--- src/rtl/calc_pkg.sv ---
// Shared definitions for the stack calculator: opcodes, error codes, FSM state.
package calc_pkg;

  localparam logic [3:0] OP_PUSH  = 4'd0;
  localparam logic [3:0] OP_POP   = 4'd1;
  localparam logic [3:0] OP_ADD   = 4'd2;
  localparam logic [3:0] OP_MUL   = 4'd3;
  localparam logic [3:0] OP_SUB   = 4'd4;
  localparam logic [3:0] OP_DIV   = 4'd5;
  localparam logic [3:0] OP_MOD   = 4'd6;
  localparam logic [3:0] OP_DUP   = 4'd7;
  localparam logic [3:0] OP_SWAP  = 4'd8;
  localparam logic [3:0] OP_CLEAR = 4'd9;

  localparam logic [2:0] ERR_NONE = 3'd0;
  localparam logic [2:0] ERR_OVF  = 3'd1;
  localparam logic [2:0] ERR_UNF  = 3'd2;
  localparam logic [2:0] ERR_DIVZ = 3'd3;
  localparam logic [2:0] ERR_ILL  = 3'd4;

  typedef enum logic [1:0] {
    IDLE,
    DIV_BUSY,
    ERROR
  } state_t;

endpackage

--- src/rtl/calc_divider.sv ---
// Iterative restoring divider, one quotient bit per clock.
// Ports: clk, reset (async active-low), start (load operands), done (high on
// the cycle whose edge completes the last step), dividend, divisor,
// quotient/remainder (final values valid while done=1).
module calc_divider #(
  parameter int WIDTH = 8
) (
  input  logic             clk,
  input  logic             reset,
  input  logic             start,
  output logic             done,
  input  logic [WIDTH-1:0] dividend,
  input  logic [WIDTH-1:0] divisor,
  output logic [WIDTH-1:0] quotient,
  output logic [WIDTH-1:0] remainder
);

  localparam int CNTW = $clog2(WIDTH + 1);

  logic             busy;
  logic [CNTW-1:0]  cnt;
  logic [WIDTH-1:0] rem_q, quo_q, dvs_q;
  logic [WIDTH:0]   trial, diff;
  logic             fits;

  // quotient/remainder are the combinational result of the current step, so
  // the last step's result is usable on the same edge that completes it.
  always_comb begin
    trial     = {rem_q, quo_q[WIDTH-1]};
    diff      = trial - {1'b0, dvs_q};
    fits      = ~diff[WIDTH];
    remainder = fits ? diff[WIDTH-1:0] : trial[WIDTH-1:0];
    quotient  = {quo_q[WIDTH-2:0], fits};
    done      = busy && (cnt == CNTW'(1));
  end

  always_ff @(posedge clk or negedge reset) begin
    if (!reset) begin
      busy  <= 1'b0;
      cnt   <= '0;
      rem_q <= '0;
      quo_q <= '0;
      dvs_q <= '0;
    end else if (start) begin
      busy  <= 1'b1;
      cnt   <= CNTW'(WIDTH);
      rem_q <= '0;
      quo_q <= dividend;
      dvs_q <= divisor;
    end else if (busy) begin
      rem_q <= remainder;
      quo_q <= quotient;
      cnt   <= cnt - CNTW'(1);
      if (cnt == CNTW'(1)) busy <= 1'b0;
    end
  end

endmodule

--- src/rtl/stack_calc_param.sv ---
// Parametrised RPN stack calculator with sticky error reporting.
// Ports: clk, reset (async active-low), in (PUSH operand), op (opcode),
// apply (request), ready, tail (top of stack, 0 when empty), count, empty,
// full, valid (0 while an error is latched), err (latched error code).
module stack_calc_param
  import calc_pkg::*;
#(
  parameter int WIDTH = 8,
  parameter int DEPTH = 5
) (
  input  logic                       clk,
  input  logic                       reset,
  input  logic [WIDTH-1:0]           in,
  input  logic [3:0]                 op,
  input  logic                       apply,
  output logic                       ready,
  output logic [WIDTH-1:0]           tail,
  output logic [$clog2(DEPTH+1)-1:0] count,
  output logic                       empty,
  output logic                       full,
  output logic                       valid,
  output logic [2:0]                 err
);

  localparam int CW = $clog2(DEPTH + 1);
  localparam logic [CW-1:0] C_ONE  = CW'(1);
  localparam logic [CW-1:0] C_TWO  = CW'(2);
  localparam logic [CW-1:0] C_FULL = CW'(DEPTH);

  state_t           state_q, state_n;
  logic [CW-1:0]    count_q, count_n;
  logic [2:0]       err_q, err_n, err_code;
  logic             is_mod_q, is_mod_n;
  logic [WIDTH-1:0] mem [DEPTH];

  logic [CW-1:0]    a_idx, b_idx;
  logic [WIDTH-1:0] a, b, alu_res;
  logic             wr0_en, wr1_en;
  logic [CW-1:0]    wr0_idx, wr1_idx;
  logic [WIDTH-1:0] wr0_data, wr1_data;

  logic             div_start, div_done;
  logic [WIDTH-1:0] div_quo, div_rem;

  assign a_idx = count_q - C_ONE;
  assign b_idx = count_q - C_TWO;
  assign a     = mem[a_idx];
  assign b     = mem[b_idx];

  assign ready = (state_q != DIV_BUSY);
  assign valid = (state_q != ERROR);
  assign err   = err_q;
  assign count = count_q;
  assign empty = (count_q == '0);
  assign full  = (count_q == C_FULL);
  assign tail  = (count_q == '0) ? '0 : a;

  always_comb begin
    alu_res = '0;
    case (op)
      OP_ADD:  alu_res = a + b;
      OP_SUB:  alu_res = a - b;
      OP_MUL:  alu_res = a * b;
      default: alu_res = '0;
    endcase
  end

  calc_divider #(.WIDTH(WIDTH)) u_div (
    .clk       (clk),
    .reset     (reset),
    .start     (div_start),
    .done      (div_done),
    .dividend  (a),
    .divisor   (b),
    .quotient  (div_quo),
    .remainder (div_rem)
  );

  always_comb begin
    state_n   = state_q;
    count_n   = count_q;
    err_n     = err_q;
    is_mod_n  = is_mod_q;
    err_code  = ERR_NONE;
    wr0_en    = 1'b0;
    wr0_idx   = '0;
    wr0_data  = '0;
    wr1_en    = 1'b0;
    wr1_idx   = '0;
    wr1_data  = '0;
    div_start = 1'b0;

    case (state_q)
      IDLE: begin
        if (apply) begin
          case (op)
            OP_PUSH: begin
              if (full) err_code = ERR_OVF;
              else begin
                wr0_en = 1'b1; wr0_idx = count_q; wr0_data = in;
                count_n = count_q + C_ONE;
              end
            end
            OP_POP: begin
              if (empty) err_code = ERR_UNF;
              else count_n = a_idx;
            end
            OP_ADD, OP_SUB, OP_MUL: begin
              if (count_q < C_TWO) err_code = ERR_UNF;
              else begin
                wr0_en = 1'b1; wr0_idx = b_idx; wr0_data = alu_res;
                count_n = a_idx;
              end
            end
            OP_DIV, OP_MOD: begin
              if (count_q < C_TWO)  err_code = ERR_UNF;
              else if (b == '0)     err_code = ERR_DIVZ;
              else begin
                div_start = 1'b1;
                is_mod_n  = (op == OP_MOD);
                state_n   = DIV_BUSY;
              end
            end
            OP_DUP: begin
              if (empty)     err_code = ERR_UNF;
              else if (full) err_code = ERR_OVF;
              else begin
                wr0_en = 1'b1; wr0_idx = count_q; wr0_data = a;
                count_n = count_q + C_ONE;
              end
            end
            OP_SWAP: begin
              if (count_q < C_TWO) err_code = ERR_UNF;
              else begin
                wr0_en = 1'b1; wr0_idx = a_idx; wr0_data = b;
                wr1_en = 1'b1; wr1_idx = b_idx; wr1_data = a;
              end
            end
            OP_CLEAR: count_n = '0;
            default:  err_code = ERR_ILL;
          endcase
          if (err_code != ERR_NONE) begin
            err_n   = err_code;
            state_n = ERROR;
          end
        end
      end
      DIV_BUSY: begin
        // Operands stay in place while dividing; the result replaces B and A is dropped.
        if (div_done) begin
          wr0_en   = 1'b1;
          wr0_idx  = b_idx;
          wr0_data = is_mod_q ? div_rem : div_quo;
          count_n  = a_idx;
          state_n  = IDLE;
        end
      end
      ERROR: begin
        if (apply && op == OP_CLEAR) begin
          count_n = '0;
          err_n   = ERR_NONE;
          state_n = IDLE;
        end
      end
      default: state_n = IDLE;
    endcase
  end

  always_ff @(posedge clk or negedge reset) begin
    if (!reset) begin
      state_q  <= IDLE;
      count_q  <= '0;
      err_q    <= ERR_NONE;
      is_mod_q <= 1'b0;
    end else begin
      state_q  <= state_n;
      count_q  <= count_n;
      err_q    <= err_n;
      is_mod_q <= is_mod_n;
    end
  end

  always_ff @(posedge clk) begin
    if (wr0_en) mem[wr0_idx] <= wr0_data;
    if (wr1_en) mem[wr1_idx] <= wr1_data;
  end

endmodule

--- config.mk ---
export PLATFORM = sky130hd
export DESIGN_NAME = stack_calc_param
export DESIGN_NICKNAME = d
export VERILOG_FILES = /design/src/rtl/calc_pkg.sv /design/src/rtl/calc_divider.sv /design/src/rtl/stack_calc_param.sv
export SDC_FILE = /design/constraint.sdc
export NUM_CORES = 1
export LEC_CHECK = 0
export CAP_MARGIN = 20
export CORE_AREA = 5 5 110 112
export CTS_BUF_LIST = sky130_fd_sc_hd__clkbuf_16
export DETAILED_ROUTE_END_ITERATION = 16
export DIE_AREA = 0 0 115 117
export PLACE_DENSITY = 0.84
export SETUP_SLACK_MARGIN = 0.1
export SLEW_MARGIN = 20
export SYNTH_ARGS = -nofsm -noshare
export SYNTH_HDL_FRONTEND = slang
export SYNTH_SLANG_ARGS = --single-unit
--- constraint.sdc ---
create_clock -name clk -period 14.66 [get_ports clk]
set_input_delay 1.466 -clock clk [delete_from_list [all_inputs] [get_ports clk]]
set_output_delay 1.466 -clock clk [all_outputs]
set_load 0.005 [all_outputs]
==> impl.org <==
** Synth
- The Yosys step of the flow raised 0 warnings.
- Synthesis instantiated 67 different standard cells from the library.
- Net count after synthesis :: 856
- After synthesis the cells add up to 6990 sq um.
- In this run, synthesis produced a sequential element count of 78.
- Counting flops with an async set or reset pin after synthesis yields a share of 48.72%.
- Synthesis produced 782 cells.
- By area the synthesized netlist is led by edfxtp_1 17%, dfrtp_1 14%, ha_1 8.1%.
- In this run, synthesis inferred 40 flip-flops with an integrated enable.
- In the synthesized netlist the dominant register cell turns out to be edfxtp_1.
- Each instance of the synthesized netlist takes up on average 8.939 sq um.
- Sequential share of the synthesized area :: 30.79%
- The largest total area in the synthesized netlist belongs to edfxtp_1.
- After synthesis, the largest area contributor takes up 17.18% of total cell area.

** Drt
- The count of nets left with antenna violations once routing finished came out at 0.
- The routed design has 20040 um of wire.
- Dividing the detail-routed wire length by the instance count gives 21.38 um.
- After detailed routing, the number of remaining DRC violations is 0.
- The routed layout has 6198 vias.
- Routed via count divided by cell count :: 6.615
- Drt first pass iters :: 5
- Drt initial violations :: 814

** Clock tree
- TritonCTS built the clock tree.
- Clock tree root buffer cell :: clkbuf_16
- CTS H-tree depth :: 3
- In this run, post-CTS repair resized a total of 0 instances.
- Maximum clock insertion buffer count :: 2
- After clock tree synthesis, the flow added hold-fix buffers numbering 0.
- Number of buffers created by CTS :: 9
- The clock reaches the later pin of the worst-skew pair after 0.34 ns.
- Clock-pin slew was measured on the worst setup and hold paths at 0.06 ns.
- Clock Sink Count :: 78
- Post-CTS timing repair inserted 0 buffers for setup.

** Setup path
- Critical R2R Launch :: count[1]
- R2r setup slk :: 7.62 ns
- For this run, the slowest stage of the critical path takes 0.82 ns.
- By instance count, the cell type seen most on the critical path is inv_1.
- Worst Reg-to-Reg Cells :: 21
- Startpoint type of the worst setup path :: flop
- The setup path with the least slack is of type flop to flop.
- In this run the number of cells on the critical path is 21.
- Crit-path cells :: inv_1 > ha_1 > mux4_2 > mux2i_1 > inv_1 > nand2_1 > fa_1 > inv_1 > ha_1 > fa_1 > inv_1 > fa_1 > inv_1 > ha_1 > a21oi_1 > xnor2_1 > xnor2_1 > xnor2_1 > o211ai_1 > o21ai_2 > mux2i_1
- Data on the critical path is required at its endpoint by 14.73 ns.
- In this run the worst path has a maximum fanout of 17.
- Slowest CP cell :: dfrtp_1
- Endpoint arrival time on the critical path :: 7.12 ns
- Buf+Inv Stages, Crit Path :: 5
- Setup crit end kind :: flop
- The endpoint identified for the worst register-to-register timing path is mem[2][7].
- Cell family with most CP delay :: adder cells

** Power
- Total power density per cell area :: 248.0 nW/um^2
- Worst vdd rail ir drop :: 0.1463 mV
- Leakage :: 3.132 nW

** Finish
- Area growth from synthesis to final layout :: 9.468%
- Fillers :: 907
- Leading cell types in the layout, fill and taps excluded :: 124 x nor2_1, 68 x a21oi_1, 61 x inv_1, 45 x ha_1, 43 x nand2_1
- The library cell used most frequently in the layout, excluding fill and tap cells, is nor2_1.
- Final non-filler cell total :: 937
- Final Util :: 68.78%
- Of the cells placed in the final design, the portion with a size suffix greater than 1 is 9.194%.
- 0 antenna diodes ended up in the layout.
- Once layout is done, the placed cells without fillers occupy 7652 sq um.
- At the end of the flow, the number of nets in the layout was 863.

** STA
- Subtracting the final worst setup slack from the clock period gives 7.044 ns.
- Hold timing on the final database bottoms out at a slack of 0.5271 ns.
- Total count of hold-check failures in the final report :: 0
- The clock arrives with 0.009414 ns of skew.
- In the finished design, the share of the clock period the worst path needs comes to 48.05%.
- Highest clock rate :: 142.0 MHz
- Setup TNS after final layout :: 0 ns
- For the pin with the worst max-slew slack, the measured transition is 1.024 ns.
- Setup violations remaining at the end of the flow were counted as 0.
- Unrepaired setup endpoints after global routing :: false
- In this run the tightest slew margin relative to its limit is 31.26%.
- The max-slew violation total from the final report was 0.

** Die
- The die covers 13460 sq um.
- In this run the core area contains 39 standard-cell rows.
- Placeable core region :: 11130 sq um
- The floorplan step set the die height to 117 um.
- Num ports :: 33
- For this configuration, the core starts out at a cell density of 62.83%.
- Die Span X :: 115 um

** Global route
- In the global route stage, overall resource usage came out at 30.75%.
- Entering global routing, the biggest net connects 42 pins.
- Initial antenna violation count :: 0
- The total overflow left after global routing is 0.
- The number of global-route vias before repair was 6086.
- First-pass GRT wire length :: 32110 um

** Outcome
- The flow ran to the end, and the final reports show no timing, DRC or antenna violations.

** Placed design
- The wire-length estimate of the detail-placed layout is 14570 um.
- In this run the cell area measured after placement is 7355 sq um.
- Buffers placed on the I/O ports in this run total 32.
- Placed insts :: 921
- GP Congestion :: 0.9687

** Worst hold path
- The tightest min-delay check is of the flop to flop type.
- Count of cells along the worst hold path :: 1
- Hold Crit Start :: err[2]
- The worst hold path terminates at err[2].

** Job
- Max-cap violation count :: 0
==> metrics by stage <==
stage	worst slack (ns)	power (W)
after floorplan	8.590	0.001317
after global placement	7.943	0.001595
after detailed placement	7.818	0.001644
after CTS	7.724	0.001877
after global routing	7.294	0.002051
final	7.616	0.001897
==> worst max-delay path by stage <==
| stage | to | start | slack [ns] |
|---|---|---|---|
| final | mem[2][7] | count[1] | 7.62 |
| after CTS | mem[1][7] | count[1] | 7.72 |
| after detailed placement | mem[2][7] | count[1] | 7.82 |
| after global placement | mem[1][7] | count[1] | 7.94 |
| after global routing | mem[2][7] | count[1] | 7.29 |
| after floorplan | mem[0][7] | count[0] | 8.59 |
==> power by group <==
| group | total (W) | internal (W) | switching, W |
|---|---|---|---|
| registers | 0.000323 | 0.000280 | 0.0000427 |
| logic | 0.00134 | 0.000564 | 0.000780 |
| clock network | 0.000230 | 0.000132 | 0.0000975 |
| total | 0.00190 | 0.000977 | 0.000921 |
==> worst reg2reg max path, stage by stage, from the launching register on <==
cell	delay, ns
dfrtp_1	0.82
inv_1	0.24
ha_1	0.73
mux4_2	0.59
mux2i_1	0.48
inv_1	0.34
nand2_1	0.18
fa_1	0.40
inv_1	0.07
ha_1	0.24
fa_1	0.53
inv_1	0.06
fa_1	0.53
inv_1	0.04
ha_1	0.31
a21oi_1	0.17
xnor2_1	0.10
xnor2_1	0.25
xnor2_1	0.17
o211ai_1	0.12
o21ai_2	0.27
mux2i_1	0.13
==> Yosys cell counts, drive strengths merged (4+ instances only) <==
master / instances
nand2b: 5
clkbuf: 34
o31ai: 6
or3: 8
xor2: 8
nand3b: 6
a21o: 5
o21a: 6
o22ai: 10
a2111oi: 4
nand3: 9
nor2b: 14
xnor2: 27
mux2: 16
a211oi: 22
a31oi: 4
a221oi: 7
a22oi: 5
fa: 14
mux4: 13
nor3: 15
and3: 5
o21ai: 31
inv: 62
dfrtp: 38
mux2i: 36
nor2: 126
a21oi: 71
nand2: 43
edfxtp: 40
nor3b: 4
buf: 12
ha: 45
==> logic make-up after synthesis <==
family / count (synthesis) / share of synthesized area [%]
buffers and inverters: 108 / 6.300
flip-flops: 78 / 30.79
AND/OR/NAND/NOR: 241 / 15.39
AO/OA/AOI/OAI: 195 / 18.31
XOR/XNOR: 36 / 4.707
adder cells (fa/ha/maj): 59 / 12.06
multiplexers: 65 / 12.44
==> sequential cells by signal (all words and copies together) (netlist names) <==
register,flops
state_q,2
u_div.quo_q,8
u_div.busy,1
count,3
u_div.rem_q,8
is_mod_q,1
u_div.cnt,4
u_div.dvs_q,8
err,3
mem,40
==> routing by layer <==
metal | GRT usage, % | wire (um)
met3 | 4.833 | 1748
met5 | 0 | 0
met4 | 12.05 | 629
met1 | 40.97 | 8133
met2 | 50.69 | 9525
==> layout make-up <==
class / instances / area (sq um) / area share (%)
multi-input combinational: 596 / 4400 / 57.50
timing repair buffer: 42 / 390.4 / 5.101
sequential: 78 / 2152 / 28.12
clock buffer: 9 / 225.2 / 2.943
clock inverter: 7 / 72.57 / 0.9483
inverter: 62 / 232.7 / 3.041
tap: 143 / 178.9 / 2.338
Power figures use the tool's default switching activity.
